===== config.mk =====
export PLATFORM = sky130hd
export DESIGN_NAME = vga_capture
export DESIGN_NICKNAME = d
export VERILOG_FILES = /design/src/rtl/vga_cap_pkg.sv /design/src/rtl/vga_edge_detect.sv /design/src/rtl/vga_capture.sv
export SDC_FILE = /design/constraint.sdc
export NUM_CORES = 1
export LEC_CHECK = 0
export ABC_CLOCK_PERIOD_IN_PS = 3300
export BUFFER_PORTS_ARGS = -buffer_cell sky130_fd_sc_hd__buf_4
export CORE_MARGIN = 2
export CORE_UTILIZATION = 52
export CTS_BUF_LIST = sky130_fd_sc_hd__clkbuf_16
export DETAILED_ROUTE_END_ITERATION = 8
export HOLD_SLACK_MARGIN = 0.03
export PLACE_DENSITY = 0.84
export SETUP_SLACK_MARGIN = 0.2
export SYNTH_ARGS = -nofsm -noshare
export SYNTH_HDL_FRONTEND = slang
export SYNTH_SLANG_ARGS = --single-unit
export TNS_END_PERCENT = 20

===== constraint.sdc =====
create_clock -name mCLK -period 3.3 [get_ports mCLK]
set_clock_uncertainty 0.05 [all_clocks]
set_input_delay 0.66 -clock mCLK [delete_from_list [all_inputs] [get_ports mCLK]]
set_output_delay 0.66 -clock mCLK [all_outputs]
set_load 0.005 [all_outputs]

===== src/rtl/vga_cap_pkg.sv =====
// Shared state encoding, counter width and default 640x480 timing for vga_capture.
package vga_cap_pkg;

  typedef enum logic [1:0] {SEARCH, MEASURE, LOCKED} state_t;

  localparam int CW = 11;
  typedef logic [CW-1:0] cnt_t;
  localparam cnt_t CNT_MAX = '1;

  localparam int H_ACT_DEF   = 640;
  localparam int V_ACT_DEF   = 480;
  localparam int X_START_DEF = 144;
  localparam int Y_START_DEF = 35;

endpackage


===== src/rtl/vga_edge_detect.sv =====
// Registers an active-low sync and pulses on its registered 1->0 transition.
// Latency 1 clock to the pulse; no backpressure.
module vga_edge_detect (
  input  logic mCLK,
  input  logic iRST_N,
  input  logic sync,
  output logic fall
);

  logic s1, s1_d;

  // Reset to the inactive level so reset release never looks like an edge.
  always_ff @(posedge mCLK or negedge iRST_N) begin
    if (!iRST_N) begin
      s1   <= 1'b1;
      s1_d <= 1'b1;
    end else begin
      s1   <= sync;
      s1_d <= s1;
    end
  end

  assign fall = s1_d & ~s1;

endmodule


===== src/rtl/vga_capture.sv =====
// Locks onto VGA sync timing and emits active-area pixels with coordinates and linear address.
// Latency 2 clocks from input sample to oPix_*; no backpressure (pixel-rate stream).
module vga_capture
  import vga_cap_pkg::*;
#(
  parameter int H_ACT       = H_ACT_DEF,
  parameter int V_ACT       = V_ACT_DEF,
  parameter int X_START     = X_START_DEF,
  parameter int Y_START     = Y_START_DEF,
  parameter int LOCK_FRAMES = 2
) (
  input  logic        mCLK,
  input  logic        iRST_N,
  input  logic        iVGA_H_SYNC,
  input  logic        iVGA_V_SYNC,
  input  logic [9:0]  iVGA_R,
  input  logic [9:0]  iVGA_G,
  input  logic [9:0]  iVGA_B,
  output logic [9:0]  oPix_R,
  output logic [9:0]  oPix_G,
  output logic [9:0]  oPix_B,
  output logic        oPix_Valid,
  output logic [9:0]  oCoord_X,
  output logic [9:0]  oCoord_Y,
  output logic [18:0] oAddress,
  output logic        oFrame_Start,
  output logic        oLocked,
  output logic [10:0] oH_Total,
  output logic [10:0] oV_Total
);

  localparam cnt_t        X_LO     = cnt_t'(X_START);
  localparam cnt_t        X_HI     = cnt_t'(X_START + H_ACT);
  localparam cnt_t        Y_LO     = cnt_t'(Y_START);
  localparam cnt_t        Y_HI     = cnt_t'(Y_START + V_ACT);
  localparam logic [7:0]  LOCK_N   = 8'(LOCK_FRAMES);
  localparam logic [18:0] ADDR_MAX = 19'(H_ACT * V_ACT - 1);

  logic        h_edge, v_edge, v_restart, v_pend;
  logic        h_sat, v_sat, frame_ok, fault, in_win, pix_ok, first;
  cnt_t        h_cnt, v_cnt, h_per, v_per, ref_h, ref_v;
  logic [9:0]  x_c, y_c;
  logic [29:0] rgb_s1, rgb_s2;
  logic [7:0]  good;
  logic        ref_vld;
  state_t      state;

  vga_edge_detect u_h_edge (.mCLK(mCLK), .iRST_N(iRST_N), .sync(iVGA_H_SYNC), .fall(h_edge));
  vga_edge_detect u_v_edge (.mCLK(mCLK), .iRST_N(iRST_N), .sync(iVGA_V_SYNC), .fall(v_edge));

  // A pending or same-cycle V edge restarts the line count at the next H edge.
  assign v_restart = h_edge & (v_pend | v_edge);
  assign h_sat     = (h_cnt == CNT_MAX);
  assign v_sat     = (v_cnt == CNT_MAX);
  assign h_per     = h_sat ? CNT_MAX : h_cnt + cnt_t'(1);
  assign v_per     = v_sat ? CNT_MAX : v_cnt + cnt_t'(1);
  assign frame_ok  = ref_vld && (v_per >= Y_HI) && (ref_h >= X_HI);
  assign fault     = h_sat || v_sat || (h_edge && (h_per != ref_h))
                     || (v_restart && (v_per != ref_v));

  assign in_win = (h_cnt >= X_LO) && (h_cnt < X_HI) && (v_cnt >= Y_LO) && (v_cnt < Y_HI);
  assign pix_ok = (state == LOCKED) && !fault && in_win;
  assign x_c    = 10'(h_cnt - X_LO);
  assign y_c    = 10'(v_cnt - Y_LO);
  assign first  = (x_c == '0) && (y_c == '0);

  always_ff @(posedge mCLK or negedge iRST_N) begin
    if (!iRST_N) begin
      rgb_s1 <= '0;
      rgb_s2 <= '0;
    end else begin
      rgb_s1 <= {iVGA_R, iVGA_G, iVGA_B};
      rgb_s2 <= rgb_s1;
    end
  end

  always_ff @(posedge mCLK or negedge iRST_N) begin
    if (!iRST_N) begin
      h_cnt    <= '0;
      v_cnt    <= '0;
      v_pend   <= 1'b0;
      oH_Total <= '0;
      oV_Total <= '0;
    end else begin
      if (h_edge) begin
        h_cnt    <= '0;
        oH_Total <= h_per;
      end else if (!h_sat) begin
        h_cnt <= h_cnt + cnt_t'(1);
      end
      if (v_restart) begin
        v_cnt    <= '0;
        oV_Total <= v_per;
        v_pend   <= 1'b0;
      end else begin
        if (v_edge) v_pend <= 1'b1;
        if (h_edge && !v_sat) v_cnt <= v_cnt + cnt_t'(1);
      end
    end
  end

  always_ff @(posedge mCLK or negedge iRST_N) begin
    if (!iRST_N) begin
      state   <= SEARCH;
      oLocked <= 1'b0;
      ref_h   <= '0;
      ref_v   <= '0;
      ref_vld <= 1'b0;
      good    <= '0;
    end else begin
      case (state)
        SEARCH: begin
          if (v_restart) begin
            state   <= MEASURE;
            good    <= '0;
            ref_vld <= 1'b0;
          end
        end
        MEASURE: begin
          if (h_sat || v_sat || (h_edge && ref_vld && (h_per != ref_h))) begin
            state <= SEARCH;
          end else if (v_restart) begin
            // Frames after the first must repeat the first frame's line count.
            if (!frame_ok || ((good != 8'd0) && (v_per != ref_v))) begin
              state <= SEARCH;
            end else begin
              good  <= good + 8'd1;
              ref_v <= v_per;
              if ((good + 8'd1) >= LOCK_N) begin
                state   <= LOCKED;
                oLocked <= 1'b1;
              end
            end
          end else if (h_edge && !ref_vld) begin
            ref_h   <= h_per;
            ref_vld <= 1'b1;
          end
        end
        LOCKED: begin
          if (fault) begin
            state   <= SEARCH;
            oLocked <= 1'b0;
          end
        end
        default: begin
          state   <= SEARCH;
          oLocked <= 1'b0;
        end
      endcase
    end
  end

  always_ff @(posedge mCLK or negedge iRST_N) begin
    if (!iRST_N) begin
      oPix_Valid   <= 1'b0;
      oFrame_Start <= 1'b0;
      oPix_R       <= '0;
      oPix_G       <= '0;
      oPix_B       <= '0;
      oCoord_X     <= '0;
      oCoord_Y     <= '0;
      oAddress     <= '0;
    end else begin
      oPix_Valid   <= pix_ok;
      oFrame_Start <= pix_ok && first;
      if (pix_ok) begin
        {oPix_R, oPix_G, oPix_B} <= rgb_s2;
        oCoord_X <= x_c;
        oCoord_Y <= y_c;
        oAddress <= (first || (oAddress == ADDR_MAX)) ? '0 : oAddress + 19'd1;
      end
    end
  end

endmodule

==> impl_metrics.py <==
metrics = {
    "placement": {
        "dpl.hpwl_mm": 16.72,
        "post-place-ws_ns": -0.04548,
        "dp.cells": 1279,
        "io_buffers": 127,
        "place_area_sq_um": 11430,
        "gp_congestion": 0.9458,
    },
    "layout": {
        "final_layout_size_suffix_gt1_frac": 0.3303,
        "instances_no_fill": 1333,
        "utilization": 0.6727,
        "area_delta_synth_final_pct": 28.01,
        "fin_area_sq_um": 12500,
        "fin_nets": 1129,
        "antenna_cells": 0,
    },
    "sta": {
        "fmax_ghz": 0.3009,
        "finalHoldViolCount": 0,
        "relSlewSlack": 0.4912,
        "rsz0062_at_grt": "yes",
        "period_share": 1.007,
        "slew_violations": 0,
        "fin_hold_ws_ns": 0.09264,
        "finalWorstSetupSlack_ns": -0.02352,
        "fin_crit_ns": 3.324,
        "worst_slew_pin_slew_ns": 0.7604,
        "setup-violations-final": 21,
        "setup_tns_ns": -0.2771,
    },
    "worst_setup_path": {
        "reg2reg_slack_ns": -0.02,
        "cp.buffers_inverters": 3,
        "crit_required_ns": 3.63,
        "cp.arrival_ns": 3.65,
        "worst_setup_path_end_kind": "flip-flop",
        "crit_path_start_kind": "flip-flop",
        "cp_top_family": "compound AO/OA/AOI/OAI gates",
        "worstPathCellList": "buf_6 > ha_4 > buf_12 > xnor2_4 > nor2_2 > a211oi_2 > o221ai_2 > a2111oi_2 > nand4_2 > a2111o_1 > nor3_4 > buf_6 > mux2_4",
        "critPathMostFrequentCell": "buf_6",
        "slowest_delay_ns": 0.53,
        "crit_slowest_cell": "a2111o_1",
        "path_max_fanout": 5,
        "path_class": "reg2reg",
    },
    "outcome": {
        "status": "finished with violations",
        "violations": "negative setup slack",
    },
    "floorplanning": {
        "die_area_sq_um": 19890,
        "pin_count": 128,
        "initial_core_util": 0.5255,
        "rows": 50,
        "die_h_um": 141.0,
        "core_region_area_sq_um": 18580,
        "die_width_um": 141.0,
    },
    "synth": {
        "seq_area_frac_synth": 0.5489,
        "syn_avg_cell_area_sq_um": 10.92,
        "synth-edff-count": 0,
        "synth_flop_cell": "dfrtp_1",
        "yosysUniqueCellTypes": 80,
        "synthCells": 894,
        "yosysWarnings": 0,
        "synth_nets": 940,
        "synthArstFlopShare": 1.000,
        "synth-seq-cells": 214,
        "synth_area_sq_um": 9764,
    },
    "grt": {
        "grt_max_degree": 75,
        "overflow": 0,
        "grt_usage": 0.2485,
        "antenna_found_initial": 0,
        "grt_pass1_vias": 7647,
        "grt_pass1_wl_mm": 40.33,
    },
    "route": {
        "antenna_left": 0,
        "dr.pass1.iters": 5,
        "viasPerCell": 5.835,
        "wl_mm": 24.81,
        "num_vias": 7778,
        "avgRoutedWirePerCell_um": 18.61,
        "drc": 0,
        "drtIter0Drc": 656,
    },
    "clocking": {
        "clk_pin_slew_ns": 0.06,
        "clockBufferDepth": 3,
        "insertion_delay_ns": 0.50,
        "hold_buffers": 0,
        "cts-root-buf": "clkbuf_16",
        "cts_buffers": 22,
        "numClockSinks": 214,
        "cts-htree-levels": 1,
        "cts_tree": "done",
    },
    "power": {
        "power_leakage_nw": 5.879,
        "pwr_density_cell_nw_per_um2": 505.8,
        "vdd_drop_max_v": 0.0003934,
        "power.total_mw": 6.322,
    },
    "run": {
        "cap_viol_max_count": 0,
    },
    "min_path": {
        "hold_class": "in2async",
    },
}
## flip-flops by register name, indices dropped and copies added, names as in the netlist, 2 cells and up
name      cells
good          8
h_cnt        11
oAddress     19
oCoord_X     10
oCoord_Y     10
oH_Total     11
oPix_B       10
oPix_G       10
oPix_R       10
oV_Total     11
ref_h        11
ref_v        11
rgb_s1       30
rgb_s2       30
state         2
v_cnt        11
## metal layers
| metal | up-vias | track usage | part of all wire |
|---|---|---|---|
| li1 | 3565 | - | - |
| met1 | 3832 | 0.3479 | 0.43 |
| met2 | 340 | 0.4134 | 0.49 |
| met3 | 41 | 0.03431 | 0.065 |
| met4 | 0 | 0.06316 | 0.019 |
| met5 | - | 0 | 0 |
## worst paths after layout
kind                       depth (start not counted)            startpoint                     to
max in group asynchronous                          2                iRST_N    good[2]$_DFFE_PN0P_
min in group mCLK                                  1             iVGA_R[8]   rgb_s1[28]$_DFF_PN0_
min reg2reg                                        0  rgb_s1[15]$_DFF_PN0_   rgb_s2[15]$_DFF_PN0_
max reg2reg                                       13  v_cnt[1]$_DFFE_PN0P_   ref_v[3]$_DFFE_PN0P_
min                                                1                iRST_N  oPix_R[7]$_DFFE_PN0P_
max                                               13  v_cnt[1]$_DFFE_PN0P_   ref_v[3]$_DFFE_PN0P_
## cells in the mapped netlist, types with 6 or more instances
library cell / n / area, sq um
nor2_1: 72 / 270.3
inv_1: 27 / 101.4
xor2_1: 8 / 70.07
a31oi_1: 21 / 131.4
mux2_2: 45 / 506.7
a21oi_1: 36 / 180.2
nor3_1: 11 / 55.05
and3_1: 13 / 81.33
o211ai_1: 7 / 52.55
or3_1: 10 / 62.56
o2bb2ai_1: 7 / 61.31
nand2b_1: 15 / 93.84
clkbuf_1: 23 / 86.33
nand4b_1: 8 / 70.07
mux2_1: 8 / 90.09
buf_4: 12 / 90.09
o31ai_1: 10 / 75.07
nand3_1: 29 / 145.1
buf_2: 12 / 60.06
mux2i_1: 11 / 110.1
nand4_1: 7 / 43.79
o221ai_1: 6 / 52.55
dfrtp_1: 210 / 5255
ha_1: 12 / 150.1
xnor2_1: 25 / 219.0
nand2_1: 86 / 322.8
o21ai_0: 52 / 260.3
## kinds of logic after synthesis
kind of cell / after synthesis / synth area share
AO/OA/AOI/OAI: 190 / 0.1317
XOR/XNOR: 35 / 0.03293
adder cells (fa/ha/maj): 12 / 0.01538
buffers and inverters: 83 / 0.03959
flip-flops: 214 / 0.5489
multiplexers: 67 / 0.07701
AND/OR/NAND/NOR: 293 / 0.1544
## cells in the final DEF (no fill, tap or decap), types with 5 or more instances in the layout
cell / Yosys / layout
o211ai_1: 7 / 7
nand3_1: 29 / 29
nor4_1: 5 / 5
o21ai_0: 52 / 52
o2bb2ai_1: 7 / 7
nand2b_1: 15 / 15
ha_1: 12 / 7
mux2_4: 3 / 14
buf_4: 12 / 204
inv_1: 27 / 28
and2_1: 5 / 5
nand4b_1: 8 / 8
mux2i_1: 11 / 11
mux2_2: 45 / 42
nand2_1: 86 / 85
or3_1: 10 / 9
o31ai_1: 10 / 10
dfrtp_1: 210 / 207
nand4_1: 7 / 7
a31oi_1: 21 / 21
nor3_1: 11 / 11
a21oi_1: 36 / 34
clkbuf_16: 0 / 23
xor2_1: 8 / 8
xnor2_1: 25 / 23
nor2_1: 72 / 69
o221ai_1: 6 / 5
buf_6: 2 / 9
and3_1: 13 / 13
## layout make-up
class / instances / area (sq um)
clock buffers: 23 / 575.6
clock inverters: 17 / 170.2
fillers: 1350 / 6081
inverters: 30 / 115.1
multi-input cells: 597 / 4243
flip-flops and latches: 214 / 5364
well taps: 234 / 292.8
repair buffers: 218 / 1739
## power breakdown
group / switching (mW) / internal (mW)
logic: 0.447 / 0.425
registers: 0.142 / 2.76
clock network: 1.04 / 1.51
total: 1.63 / 4.69
## worst reg2reg max path, stage by stage, from the launching register on
cell	delay, ns
dfrtp_2	0.41
buf_6	0.12
ha_4	0.18
buf_12	0.14
xnor2_4	0.16
nor2_2	0.07
a211oi_2	0.16
o221ai_2	0.13
a2111oi_2	0.38
nand4_2	0.22
a2111o_1	0.53
nor3_4	0.20
buf_6	0.17
mux2_4	0.30
## repair_timing
item                                    in CTS  in global routing
resized for setup                           37                  2
endpoints found under the setup margin      78                100
setup buffers                               12                  0
gates cloned                                 2                  0
pin swaps                                   23                 10
Note: power is estimated with default switching activity, not from simulation.
